### src/rtl/package_settings.sv
// Shared data-path sizing for the v5 signal chain.
package package_settings;
    localparam int SIZE_FILTER_DATA = 16;
endpackage

### src/rtl/parameter_v5_peak.sv
// Default tuning and state encoding for the v5 peak detector.
package parameter_v5_peak;
    localparam int DEF_THRESHOLD = 100;
    localparam int DEF_MIN_WIDTH = 4;
    localparam int DEF_HOLDOFF   = 16;
    localparam int DEF_TS_WIDTH  = 32;
    localparam int DEF_WID_WIDTH = 8;

    typedef enum logic [1:0] {
        ST_IDLE,
        ST_PULSE,
        ST_HOLDOFF
    } peak_state_t;
endpackage

### src/rtl/v5_peak_out_reg.sv
// Single-entry output register with valid/ready handshake and a saturating drop counter.
// A new entry is refused (and counted) only while the held entry is stalled.
module v5_peak_out_reg #(
    parameter int DATA_W = 8,
    parameter int CNT_W  = 16
) (
    input  logic              clk,
    input  logic              rst,
    input  logic              in_vld,
    input  logic [DATA_W-1:0] in_dat,
    input  logic              out_rdy,
    output logic              out_vld,
    output logic [DATA_W-1:0] out_dat,
    output logic [CNT_W-1:0]  drop_cnt
);
    logic              out_vld_q, out_vld_d;
    logic [DATA_W-1:0] out_dat_q, out_dat_d;
    logic [CNT_W-1:0]  drop_cnt_q, drop_cnt_d;
    logic              xfer;

    always_comb begin
        xfer       = out_vld_q & out_rdy;
        out_vld_d  = out_vld_q;
        out_dat_d  = out_dat_q;
        drop_cnt_d = drop_cnt_q;
        if (in_vld) begin
            if (!out_vld_q || xfer) begin
                out_vld_d = 1'b1;
                out_dat_d = in_dat;
            end else if (drop_cnt_q != '1) begin
                drop_cnt_d = drop_cnt_q + 1'b1;
            end
        end else if (xfer) begin
            out_vld_d = 1'b0;
        end
    end

    always_ff @(posedge clk or posedge rst) begin
        if (rst) begin
            out_vld_q  <= 1'b0;
            out_dat_q  <= '0;
            drop_cnt_q <= '0;
        end else begin
            out_vld_q  <= out_vld_d;
            out_dat_q  <= out_dat_d;
            drop_cnt_q <= drop_cnt_d;
        end
    end

    assign out_vld  = out_vld_q;
    assign out_dat  = out_dat_q;
    assign drop_cnt = drop_cnt_q;
endmodule

### src/rtl/v5_peak_detector.sv
// Threshold pulse detector: reports peak amplitude, its timestamp and pulse width per pulse.
// Result appears the cycle after the terminating sample; stalls hold the record and count drops.
module v5_peak_detector
    import package_settings::*;
    import parameter_v5_peak::*;
#(
    parameter int THRESHOLD = DEF_THRESHOLD,
    parameter int MIN_WIDTH = DEF_MIN_WIDTH,
    parameter int HOLDOFF   = DEF_HOLDOFF,
    parameter int TS_WIDTH  = DEF_TS_WIDTH,
    parameter int WID_WIDTH = DEF_WID_WIDTH
) (
    input  logic                        clk,
    input  logic                        reset,
    input  logic [SIZE_FILTER_DATA-1:0] filter_data,
    input  logic                        out_ready,
    output logic                        out_valid,
    output logic [SIZE_FILTER_DATA-1:0] peak_amp,
    output logic [TS_WIDTH-1:0]         peak_time,
    output logic [WID_WIDTH-1:0]        pulse_width,
    output logic [15:0]                 drop_count,
    output logic                        busy
);
    localparam int W      = SIZE_FILTER_DATA;
    localparam int HC_W   = (HOLDOFF > 1) ? $clog2(HOLDOFF + 1) : 1;
    localparam int REC_W  = W + TS_WIDTH + WID_WIDTH;
    localparam logic signed [W-1:0] THR = W'(THRESHOLD);

    peak_state_t            state_q, state_d;
    logic [TS_WIDTH-1:0]    ts_q, ts_d;
    logic signed [W-1:0]    max_q, max_d;
    logic [TS_WIDTH-1:0]    tmax_q, tmax_d;
    logic [WID_WIDTH-1:0]   width_q, width_d;
    logic [HC_W-1:0]        hold_cnt_q, hold_cnt_d;

    logic signed [W-1:0]    sample;
    logic                   above;
    logic                   res_vld;
    logic [REC_W-1:0]       res_dat;
    logic [REC_W-1:0]       rec_dat;

    assign sample = $signed(filter_data);
    assign above  = sample > THR;

    always_comb begin
        state_d    = state_q;
        ts_d       = ts_q + 1'b1;
        max_d      = max_q;
        tmax_d     = tmax_q;
        width_d    = width_q;
        hold_cnt_d = hold_cnt_q;
        res_vld    = 1'b0;
        case (state_q)
            ST_IDLE: begin
                if (above) begin
                    state_d = ST_PULSE;
                    max_d   = sample;
                    tmax_d  = ts_q;
                    width_d = WID_WIDTH'(1);
                end
            end
            ST_PULSE: begin
                if (above) begin
                    if (width_q != '1) begin
                        width_d = width_q + 1'b1;
                    end
                    // strict compare keeps the earliest timestamp on a tie
                    if (sample > max_q) begin
                        max_d  = sample;
                        tmax_d = ts_q;
                    end
                end else if (width_q >= WID_WIDTH'(MIN_WIDTH)) begin
                    res_vld = 1'b1;
                    if (HOLDOFF == 0) begin
                        state_d = ST_IDLE;
                    end else begin
                        state_d    = ST_HOLDOFF;
                        hold_cnt_d = HC_W'(HOLDOFF - 1);
                    end
                end else begin
                    state_d = ST_IDLE;
                end
            end
            ST_HOLDOFF: begin
                if (hold_cnt_q == '0) begin
                    state_d = ST_IDLE;
                end else begin
                    hold_cnt_d = hold_cnt_q - 1'b1;
                end
            end
            default: state_d = ST_IDLE;
        endcase
    end

    always_ff @(posedge clk or posedge reset) begin
        if (reset) begin
            state_q    <= ST_IDLE;
            ts_q       <= '0;
            max_q      <= '0;
            tmax_q     <= '0;
            width_q    <= '0;
            hold_cnt_q <= '0;
        end else begin
            state_q    <= state_d;
            ts_q       <= ts_d;
            max_q      <= max_d;
            tmax_q     <= tmax_d;
            width_q    <= width_d;
            hold_cnt_q <= hold_cnt_d;
        end
    end

    assign res_dat = {max_q, tmax_q, width_q};

    v5_peak_out_reg #(
        .DATA_W (REC_W),
        .CNT_W  (16)
    ) u_out_reg (
        .clk      (clk),
        .rst      (reset),
        .in_vld   (res_vld),
        .in_dat   (res_dat),
        .out_rdy  (out_ready),
        .out_vld  (out_valid),
        .out_dat  (rec_dat),
        .drop_cnt (drop_count)
    );

    assign {peak_amp, peak_time, pulse_width} = rec_dat;
    assign busy = (state_q != ST_IDLE);
endmodule

### config.mk
export PLATFORM = sky130hd
export DESIGN_NAME = v5_peak_detector
export DESIGN_NICKNAME = d
export VERILOG_FILES = /design/src/rtl/package_settings.sv /design/src/rtl/parameter_v5_peak.sv /design/src/rtl/v5_peak_out_reg.sv /design/src/rtl/v5_peak_detector.sv
export SDC_FILE = /design/constraint.sdc
export NUM_CORES = 1
export LEC_CHECK = 0
export CAP_MARGIN = 10
export CORE_UTILIZATION = 35
export CTS_BUF_LIST = sky130_fd_sc_hd__clkbuf_8
export CTS_CLUSTER_SIZE = 20
export DETAILED_ROUTE_END_ITERATION = 6
export PLACE_DENSITY_LB_ADDON = 0.05
export SLEW_MARGIN = 5
export SYNTH_ARGS = -nofsm -noshare
export SYNTH_HDL_FRONTEND = slang
export SYNTH_SLANG_ARGS = --single-unit
### constraint.sdc
create_clock -name clk -period 12.02 [get_ports clk]
set_clock_uncertainty 0.1 [all_clocks]
set_input_delay 2.404 -clock clk [delete_from_list [all_inputs] [get_ports clk]]
set_output_delay 2.404 -clock clk [all_outputs]
set_load 0.05 [all_outputs]
Word level (Yosys, flattened, before mapping)
Index checks and enable logic that the tools add are counted.
Widths: inputs -> output; s select.
- reductions and logical operators: 15
- bitwise operators: 2
- add/sub/neg operators: 4
- equal/unequal tests: 13
- order comparisons: 3
- shift operators: 0
- multipliers: 0
- div/mod/pow operators: 0
- mux-type cells: 27
- operator list (cell ; count):
    $mux 32 ; 3
    $pmux 32 s2 ; 1
    $mux 16 ; 3
    $add 32x1->32 const B ; 1
    $pmux 16 s2 ; 1
    $mux 8 ; 3
    $add 16x1->16 const B ; 1
    $gt 16x16->1 ; 1
    $gt 16x8->1 const B ; 1
    $ne 16x16->1 const B ; 1
    $ne 2x2->1 const B ; 8
    $pmux 8 s2 ; 1
    $mux 5 ; 3
    $reduce_and 4->1 ; 3
    $pmux 5 s2 ; 1
    $add 8x1->8 const B ; 1
    $ge 8x3->1 const B ; 1
    $mux 2 ; 4
    $ne 8x8->1 const B ; 1
    $reduce_bool 2->1 ; 4
    $mux 1 ; 6
    $pmux 2 s3 ; 1
    $reduce_and 3->1 ; 2
    $logic_not 5->1 ; 1
    10 further kinds ; 11
- bits in latches: 0
- RAM bits: 0
- word-level logic and storage cells: 73
- output and inout bits: 74
- memories: 0
- bits in registers: 168
- ROM bits: 0

Longest topological paths before layout
Gate-level depths: netlist (run 1).
- depth in word-level cells: 6
- depth in mapped cells: 11
- depth with buffers taken out: 8

Cells and area by module
Synthesis (run 1) repeated with hierarchy kept, for this count alone.
- cells, all modules: 564
- area, all modules: 7449.6 sq um
- modules (own cells, without submodules) (module ; cells each ; instances ; sequential area each (sq um) ; area each (sq um)):
    v5_peak_detector ; 365 ; 1 ; 2377.3 ; 4463.0
    v5_peak_out_reg ; 199 ; 1 ; 1826.8 ; 2986.6

Worst setup path after synthesis (run 1)
OpenSTA, ideal clock, no wires.
- path kind: input to register
- start: in filter_data[1]
- end: reg max_q[1]
- library setup time: 134 ps
- path slack: 7351 ps
- data arrival time: 4435 ps
- stages: 9
- cells stage by stage: ha_1 -> nor2b_1 -> o211ai_1 -> a2111oi_0 -> clkbuf_1 -> clkbuf_1 -> nor4_1 -> a41oi_1 -> nand4_1
- longest elaborated chain between the ends: 3
- elaborated cells on any way between the ends: 10
- those cells by class: 2 x order compare; 3 x eq/ne; 4 x mux; 1 x reduce/logical
- RTL lines (element ; line ; text):
    start, declared ; v5_peak_detector.sv:15 ; input logic [SIZE_FILTER_DATA-1:0] filter_data,
    $gt 16x16->1 (tied with other cells) ; v5_peak_detector.sv:68 ; if (sample > max_q) begin
    $ne 2x2->1 (no line) / $mux 16 (equally long branches) ; - ;
    $reduce_and 4->1 (no line) / $pmux 16 s2 (equally long branches) ; - ;
    end signal, assigned ; v5_peak_detector.sv:106 ; max_q <= max_d;
    end, declared ; v5_peak_detector.sv:31 ; logic signed [W-1:0] max_q, max_d;
Parallel ways exist; a longest one is shown, timed or not. The select of a mux whose other input is x is not followed.
A chain may end at the register's enable or synchronous reset.

Worst setup path after layout (run 1)
- start: in filter_data[7]
- end: reg tmax_q[18]
- longest elaborated chain between the ends: 3
- elaborated cells on any way between the ends: 6
- those cells by class: 2 x order compare; 3 x eq/ne; 1 x reduce/logical
- RTL lines (element ; line ; text):
    $gt 16x16->1 / $gt 16x8->1 (equally long branches) ; v5_peak_detector.sv:68, v5_peak_detector.sv:43 ;
    $ne 2x2->1 (no line) ; - ;
    $reduce_and 4->1 (no line) * ; - ;
    end signal, assigned ; v5_peak_detector.sv:107 ; tmax_q <= tmax_d;
    end, declared ; v5_peak_detector.sv:32 ; logic [TS_WIDTH-1:0] tmax_q, tmax_d;
Mark *: on every way between the ends. The rest lies on a longest branch, timed or not.

==> metrics.cfg, run 1 <==
[clock_network]
post_cts_buffers=0
cts_buffers=17
cts_resized=0
holdBufCountCts=0
clkTransAtPathRegs_ns=0.10
cts_root_buf=clkbuf_8
htreeDepth=4
clock_latency_ns=0.47
cts.path.max_buffers=2
cts_tree=built
clock-sinks=168

[sta]
drv_slew=0
setup_viol=0
setup-tns-final_ns=0
worstMarginPinSlew_ns=1.07
hold_viol=0
period_minus_slack_ns=6.03
clock.fmax_ghz=0.166
rsz0062_at_grt=no
fin_crit_sh_pct=50.2
relSlewSlack_pct=28.8

[global_route]
antenna_found_initial=0
grt_pass1_wl_microns=46200
grt_usage_pct=20.1
grt_max_degree=90
grt_overflow=0
grt_pass1_vias=8361

[yosys]
ys_seq_elements=168
synth_edf_count=0
synth_top_area_share_pct=42.4
yosysUniqueCellTypes=47
synth_async_sr_flop_share_pct=100
synth_cells=1032
ys.flop_type=dfrtp_1
yosys-top-cells-area=dfrtp_1, nand4_1, mux2_4
syn_avg_cell_area_sq_um=9.61
synth_seq_area_share_pct=42.4
ys_top_cells_by_count=dfrtp_1, nand2_1, nand4_1, clkbuf_1, nor2_1
synth_largest_area_cell=dfrtp_1
synthesis.nets=1073
syn_area_sq_um=9920
yosysMostFrequentCell=dfrtp_1
yosysWarnings=0

[floorplanning]
io_pins=93
start_util_pct=35.6
core-area_sq_um=27900
die_y_microns=170
dieWidth_microns=170
row_count=61
die_area_sq_um=29000

[flow_run]
drv_cap=0

[setup_path]
crit_path_max_fanout=84
cp-start-kind=input pin
cpMaxStageDelayCell=buf_4
critPathKind=in2reg
cpPeakStageDelay_ns=0.74
worstPathRequired_ns=12.32
cp-end-kind=flop
reg2reg_from=max_q[15]$_DFFE_PP0P_
startpoint=filter_data[7]
crit_path_frequent_cell=buf_4
cp.arrival_ns=6.33
path_cells=clkdlybuf4s50_1 -> or4_1 -> o21a_2 -> buf_4 -> o21bai_4 -> buf_4 -> buf_4 -> nand3_1 -> o41a_1 -> nand4_1

[pwr]
ir_worst_vdd_v=0.000115
power_density_nw_per_um2=172
p_total_mw=1.98
p_leak_nw=4.63

[detailed_routing]
vias=8551
post-route-drc-count=0
drt_wl_total_microns=28400
ant_nets=0
wire_per_inst_microns=19.6
first_pass_iters=5
avgViaCountPerCell=5.91
drtIter0Drc=747

[placed_design]
dp.final_hpwl_microns=15900
gp_congestion=0.772
port_buffers=92

[worst_hold_path]
hold_start=u_out_reg.drop_cnt[13]$_DFFE_PP0P_
hp-class=reg2reg

[final_layout]
synthToLayoutAreaGrowth_pct=16.2
drive_above_1_share_pct=11.7
num-fill-cells=2731
diodes=0
nets=1096

[status]
status=completed

==> path summary, 6_finish.rpt <==
path	slack, ns	depth (start not counted)	endpoint
min	0.41	1	u_out_reg.drop_cnt[13]$_DFFE_PP0P_
min in group asynchronous	2.29	2	u_out_reg.out_dat[6]$_DFFE_PP0P_
max in group asynchronous	7.59	4	max_q[5]$_DFFE_PP0P_
max	5.99	10	tmax_q[18]$_DFFE_PP0P_
max reg2reg	8.03	9	tmax_q[15]$_DFFE_PP0P_
min reg2reg	0.41	1	u_out_reg.drop_cnt[13]$_DFFE_PP0P_
==> worst max-delay path, delay by kind of cell <==
kind | cells | cell delay, ns
AND/OR/NAND/NOR | 3 | 0.85
AO/OA/AOI/OAI | 3 | 0.82
buffers and inverters | 4 | 2.10
==> layer usage <==
| layer | vias up | wire [microns] | global-route usage [%] |
|---|---|---|---|
| met5 | - | 0 | 0 |
| met4 | 0 | 317 | 4.90 |
| met3 | 21 | 1010 | 2.65 |
| met2 | 221 | 13100 | 31.8 |
| met1 | 4301 | 14000 | 28.9 |
| li1 | 4008 | - | - |
==> through the flow <==
stage                     utilization [%]  instances  hold slack, ns  setup slack [ns]  area [sq um]
after detailed placement             39.8       1414           0.391              5.62         11100
after CTS                            41.4       1446           0.414              6.11         11500
final                                41.4       1446           0.409              5.99         11500
after floorplan                         -       1032           0.381              4.97          9920
after global placement               39.8       1414           0.391              5.63         11100
after global routing                 41.4       1446           0.429              5.86         11500
==> layout by cell type, fill, tap and decap left out, types with 5 or more instances in the layout <==
cell type,count
a21oi_1,6
a32oi_1,42
a41oi_1,47
and3_1,9
buf_4,19
clkbuf_8,19
clkdlybuf4s50_1,92
dfrtp_1,168
ha_1,21
inv_1,30
mux2_2,19
mux2_4,40
nand2_1,119
nand3_1,34
nand4_1,110
nor2_1,68
nor3_1,9
nor4_1,51
o2111ai_1,47
o41a_1,6
or4_1,5
xnor2_1,44
xor2_1,11
==> final cells by class <==
class / instances / area [sq um] / share of cell area [%]
Multi-Input combinational cell: 726 / 5230 / 45.4
Sequential cell: 168 / 4200 / 36.5
Timing Repair Buffer: 111 / 1060 / 9.23
Tap cell: 378 / 473 / 4.10
Clock buffer: 19 / 262 / 2.27
Clock inverter: 13 / 168 / 1.45
Inverter: 31 / 121 / 1.05
==> power by group <==
group	switching, mW	total [mW]	leakage [nW]	internal, mW
registers	0.106	0.766	2.22	0.659
logic	0.504	0.764	2.20	0.261
clock network	0.232	0.451	0.218	0.219
total	0.842	1.98	4.63	1.14
==> logic make-up (layout without fill, tap and decap cells) <==
group / after synthesis / in the layout / synth area share [%]
XOR/XNOR: 55 / 55 / 4.86
AO/OA/AOI/OAI: 164 / 164 / 14.2
flip-flops: 168 / 168 / 42.4
buffers and inverters: 138 / 174 / 5.62
adder cells (fa/ha/maj): 22 / 22 / 2.78
multiplexers: 59 / 59 / 8.21
AND/OR/NAND/NOR: 426 / 426 / 21.9
==> sequential cells by signal, indices dropped and copies added (netlist names) <==
register / flops
hold_cnt_q: 5
max_q: 16
state_q: 2
tmax_q: 32
ts_q: 32
u_out_reg.drop_cnt: 16
u_out_reg.out_dat: 56
u_out_reg.out_vld: 1
width_q: 8
Note: power is estimated with default switching activity, not from simulation.
==> run 2, diff against run 1 <==
==> constraint.sdc (replaced) <==
create_clock -name clk -period 6.2 [get_ports clk]
set_clock_uncertainty 0.1 [all_clocks]
set_input_delay 1.24 -clock clk [delete_from_list [all_inputs] [get_ports clk]]
set_output_delay 1.24 -clock clk [all_outputs]
set_load 0.05 [all_outputs]
==> metrics.cfg, run 2 (synthesis results as in run 1) <==
[final_layout]
synthToLayoutAreaGrowth_pct=16.5
diodes=0  ; unchanged
final_cells=1450  ; +0.28%
drive_above_1_share_pct=11.9  ; +0.24 points
final_common_cell=dfrtp_1
mostFrequentLayoutCells=dfrtp_1, nand2_1, nand4_1
utilization_pct=41.5  ; +0.094 points
num-fill-cells=2785  ; +2.0%
nets=1100  ; +0.36%
largest_reg_flops=56  ; unchanged

[floorplanning]
dieWidth_microns=170  ; unchanged
io_pins=93  ; unchanged
core-area_sq_um=27900  ; unchanged
start_util_pct=35.6  ; unchanged
die_area_sq_um=29000  ; unchanged
row_count=61  ; unchanged
die_y_microns=170  ; unchanged

[setup_path]
worst-path-buf-inv=5  ; +1
cpPeakStageDelay_ns=0.62  ; -0.12 ns
cpMaxStageDelayCell=buf_4
cp-end-kind=flop
cp-start-kind=input pin
path_cells=clkdlybuf4s50_1 -> ha_2 -> buf_4 -> buf_4 -> inv_2 -> buf_4 -> o2111ai_1 -> nor4_1 -> a41oi_1 -> nand4_1
cp.arrival_ns=4.62  ; -1.71 ns
crit_family=buffers and inverters
crit_path_frequent_cell=buf_4
worstPathRequired_ns=6.42  ; -5.90 ns
crit_path_max_fanout=54  ; -36%
critPathKind=in2reg

[flow_run]
drv_cap=0  ; unchanged

[sta]
fin_crit_sh_pct=70.9
worstMarginPinSlew_ns=1.04  ; -0.0238 ns
setup-tns-final_ns=0  ; unchanged
hold_viol=0  ; unchanged
period_minus_slack_ns=4.40
relSlewSlack_pct=30.3  ; +1.6 points
drv_slew=0  ; unchanged
setup_viol=0  ; unchanged
clock.fmax_ghz=0.227
rsz0062_at_grt=no

[clock_network]
holdBufCountCts=0  ; unchanged
cts.path.max_buffers=2  ; unchanged
post_cts_buffers=0  ; unchanged
clkTransAtPathRegs_ns=0.10  ; about the same
cts_resized=0  ; unchanged
cts_tree=built
htreeDepth=4  ; unchanged
clock_latency_ns=0.47  ; about the same
clock-sinks=168  ; unchanged
cts_buffers=17  ; unchanged
cts_root_buf=clkbuf_8

[global_route]
grt_pass1_vias=8237  ; -1.5%
grt_usage_pct=20.1  ; +0.056 points
grt_max_degree=90  ; unchanged
antenna_found_initial=0  ; unchanged
grt_overflow=0  ; unchanged
grt_pass1_wl_microns=46400  ; +0.46%

[pwr]
p_total_mw=3.81  ; +92%
ir_worst_vdd_v=0.000221  ; +92%
power_density_nw_per_um2=330  ; +92%
p_leak_nw=4.65  ; +0.46%

[placed_design]
port_buffers=92  ; unchanged
place_inst=1418  ; +0.28%
dp.final_hpwl_microns=16700  ; +5.2%
gp_congestion=0.769  ; -0.45%

[detailed_routing]
drt_wl_total_microns=28400  ; +0.13%
drtIter0Drc=710  ; -5.0%
wire_per_inst_microns=19.6  ; -0.15%
avgViaCountPerCell=5.86  ; -0.94%
vias=8494  ; -0.67%
ant_nets=0  ; unchanged
post-route-drc-count=0  ; unchanged
first_pass_iters=6  ; +1

[status]
status=completed

[worst_hold_path]
hp-class=reg2reg

## run 2: layer usage
metal,track usage [%],up-vias,share of wire [%]
li1,-,4011,-
met1,28.9,4267,50
met2,31.7,195,46
met3,2.88,21,3.5
met4,4.94,0,0.81
met5,0,-,0
## run 2: cell type report
cell class / count / area [sq um] / area share (%)
Inverter: 31 / 121 / 1.05
Timing Repair Buffer: 115 / 1120 / 9.68
Clock inverter: 15 / 166 / 1.44
Tap cell: 378 / 473 / 4.09
Multi-Input combinational cell: 726 / 5230 / 45.3
Clock buffer: 17 / 234 / 2.03
Sequential cell: 168 / 4200 / 36.4
## run 2: final timing paths
kind | from | endpoint | slack, ns | cells past startpoint
setup / recovery | filter_data[15] | tmax_q[2]$_DFFE_PP0P_ | 1.80 | 10
hold / removal | u_out_reg.drop_cnt[13]$_DFFE_PP0P_ | u_out_reg.drop_cnt[13]$_DFFE_PP0P_ | 0.41 | 1
setup reg to reg | max_q[15]$_DFFE_PP0P_ | tmax_q[2]$_DFFE_PP0P_ | 2.70 | 10
hold reg to reg | u_out_reg.drop_cnt[13]$_DFFE_PP0P_ | u_out_reg.drop_cnt[13]$_DFFE_PP0P_ | 0.41 | 1
max in group asynchronous | reset | max_q[9]$_DFFE_PP0P_ | 3.62 | 3
min in group asynchronous | reset | u_out_reg.out_dat[3]$_DFFE_PP0P_ | 1.20 | 2
## run 2: metrics by stage
step,setup WS [ns],hold slack (ns),area (sq um)
after floorplan,0.313,0.381,9920
after global placement,1.42,0.389,11100
after detailed placement,1.38,0.391,11100
after CTS,1.87,0.411,11500
after global routing,1.61,0.434,11500
final,1.80,0.406,11500
## run 2: power by group
| group | total (mW) | internal [mW] | switching (mW) |
|---|---|---|---|
| sequential | 1.48 | 1.28 | 0.198 |
| combinational | 1.50 | 0.515 | 0.980 |
| clock | 0.836 | 0.369 | 0.467 |
==> run 3, diff against run 2 <==
==> constraint.sdc (replaced) <==
create_clock -name clk -period 4 [get_ports clk]
set_clock_uncertainty 0.1 [all_clocks]
set_input_delay 0.8 -clock clk [delete_from_list [all_inputs] [get_ports clk]]
set_output_delay 0.8 -clock clk [all_outputs]
set_load 0.05 [all_outputs]
==> metrics.cfg, run 3 (synthesis results as in run 1) <==
[global_route]
grt_pass1_vias=8299  ; +0.75%
antenna_found_initial=0  ; unchanged
grt_overflow=0  ; unchanged
grt_usage_pct=20.2  ; +0.088 points
grt_pass1_wl_microns=46400  ; about the same
grt_max_degree=90  ; unchanged

[floorplanning]
row_count=61  ; unchanged
start_util_pct=35.6  ; unchanged
dieWidth_microns=170  ; unchanged
die_area_sq_um=29000  ; unchanged
die_y_microns=170  ; unchanged
core-area_sq_um=27900  ; unchanged
io_pins=93  ; unchanged

[sta]
rsz0062_at_grt=no
period_minus_slack_ns=3.33
fin_crit_sh_pct=83.3
relSlewSlack_pct=31.9  ; +1.6 points
hold_viol=0  ; unchanged
setup_viol=0  ; unchanged
drv_slew=0  ; unchanged
setup-tns-final_ns=0  ; unchanged
clock.fmax_ghz=0.300
worstMarginPinSlew_ns=1.02  ; -0.0240 ns

[final_layout]
num-fill-cells=2714  ; -2.5%
largest_reg_flops=56  ; unchanged
final_common_cell=dfrtp_1
mostFrequentLayoutCells=dfrtp_1, nand2_1, nand4_1
drive_above_1_share_pct=13.0  ; +1.1 points
register_area_sq_um=4200  ; unchanged
final_cells=1461  ; +0.76%
nets=1111  ; +1.0%
multi_input_area_sq_um=5230  ; unchanged
diodes=0  ; unchanged
synthToLayoutAreaGrowth_pct=18.7
final_cell_area_sq_um=11800  ; +1.9%

[clock_network]
cts_buffers=17  ; unchanged
cts_tree=built
clock_latency_ns=0.47  ; about the same
clkTransAtPathRegs_ns=0.11  ; about the same
holdBufCountCts=0  ; unchanged
clock-sinks=168  ; unchanged
cts_resized=0  ; unchanged
post_cts_buffers=0  ; unchanged
cts_root_buf=clkbuf_8
cts.path.max_buffers=2  ; unchanged
htreeDepth=4  ; unchanged

[detailed_routing]
first_pass_iters=5  ; -1
drtIter0Drc=734  ; +3.4%
avgViaCountPerCell=5.84  ; -0.24%
post-route-drc-count=0  ; unchanged
wire_per_inst_microns=19.3  ; -1.5%
ant_nets=0  ; unchanged
vias=8538  ; +0.52%
drt_wl_total_microns=28200  ; -0.75%

[pwr]
power_density_nw_per_um2=507  ; +54%
p_leak_nw=4.75  ; +2.1%
ir_worst_vdd_v=0.000386  ; +75%
p_total_mw=5.97  ; +57%
p_int_mw=3.37  ; +56%
switching_share_pct=43.6  ; +0.37 points
clockPowerShare_pct=21.4  ; -0.6 points
p_comb_share_pct=40.3  ; +1.0 points
p_switching_mw=2.60  ; +58%
seqPwrFrac_pct=38.3  ; -0.5 points

[setup_path]
cpMaxStageDelayCell=clkdlybuf4s50_1
cp-end-kind=flop
cp.arrival_ns=3.61  ; -1.01 ns
crit_path_max_fanout=44  ; -19%
cpPeakStageDelay_ns=0.61  ; about the same
worstPathRequired_ns=4.28  ; -2.14 ns
cp-start-kind=input pin
critPathKind=in2reg
path_cells=clkdlybuf4s50_1 -> ha_1 -> nand4_1 -> nor2_1 -> a221o_1 -> buf_4 -> nor3_2 -> buf_12 -> xnor2_1 -> a311oi_1

[placed_design]
dp.final_hpwl_microns=16600  ; -0.60%
placed_area_sq_um=11400  ; +2.1%
gp_congestion=0.768  ; -0.12%
port_buffers=92  ; unchanged
place_inst=1429  ; +0.78%

[flow_run]
drv_cap=0  ; unchanged

[worst_hold_path]
hp-class=reg2reg

[status]
status=completed

## run 3: path summary, 6_finish.rpt
kind,from,end,slack (ns),depth (start not counted)
worst min-delay path,u_out_reg.drop_cnt[8]$_DFFE_PP0P_,u_out_reg.drop_cnt[8]$_DFFE_PP0P_,0.40,1
max in group asynchronous,reset,tmax_q[30]$_DFFE_PP0P_,2.66,3
min in group asynchronous,reset,u_out_reg.out_dat[15]$_DFFE_PP0P_,0.72,3
worst min register to register,u_out_reg.drop_cnt[8]$_DFFE_PP0P_,u_out_reg.drop_cnt[8]$_DFFE_PP0P_,0.40,1
worst max register to register,max_q[15]$_DFFE_PP0P_,max_q[15]$_DFFE_PP0P_,1.04,10
worst max-delay path,filter_data[12],max_q[15]$_DFFE_PP0P_,0.67,10
## run 3: power by group through the flow
| stage | sequential [mW] | combinational, mW | clock [mW] |
|---|---|---|---|
| after floorplan | 2.70 | 1.18 | 0 |
| after global placement | 2.33 | 2.40 | 0 |
| after detailed placement | 2.33 | 2.41 | 0 |
| after CTS | 2.30 | 2.42 | 1.33 |
| after global routing | 2.34 | 2.59 | 1.39 |
| final | 2.29 | 2.41 | 1.28 |
## run 3: metrics by stage
stage / util (%) / worst slack, ns / hold slack (ns)
3_5_place_dp: 40.9 / 0.161 / 0.389
5_1_grt: 42.3 / 0.523 / 0.425
4_1_cts: 42.3 / 0.698 / 0.405
6_report: 42.3 / 0.669 / 0.403
3_3_place_gp: 40.9 / 0.208 / 0.393
2_1_floorplan: - / 0.935 / 0.381
## run 3: routing by layer
metal	share of wire [%]	up-vias	wire, microns	track usage (%)
li1	-	4047	-	-
met2	47	201	13100	32.1
met4	1.0	0	289	4.94
met5	0	-	0	0
met1	49	4268	13700	28.7
met3	3.8	22	1070	3.12
## run 3: cell type report
cell class | count | share of cell area (%)
Timing Repair Buffer | 126 | 11.5
Clock buffer | 17 | 1.99
Tap cell | 378 | 4.02
Sequential cell | 168 | 35.7
Inverter | 31 | 1.02
Multi-Input combinational cell | 726 | 44.4
Clock inverter | 15 | 1.35
## run 3: critical path, delay by kind of cell
family	cells	cell delay, ns
AO/OA/AOI/OAI	2	0.61
AND/OR/NAND/NOR	3	0.65
adder cells (fa/ha/maj)	1	0.29
buffers and inverters	3	1.14
XOR/XNOR	1	0.10
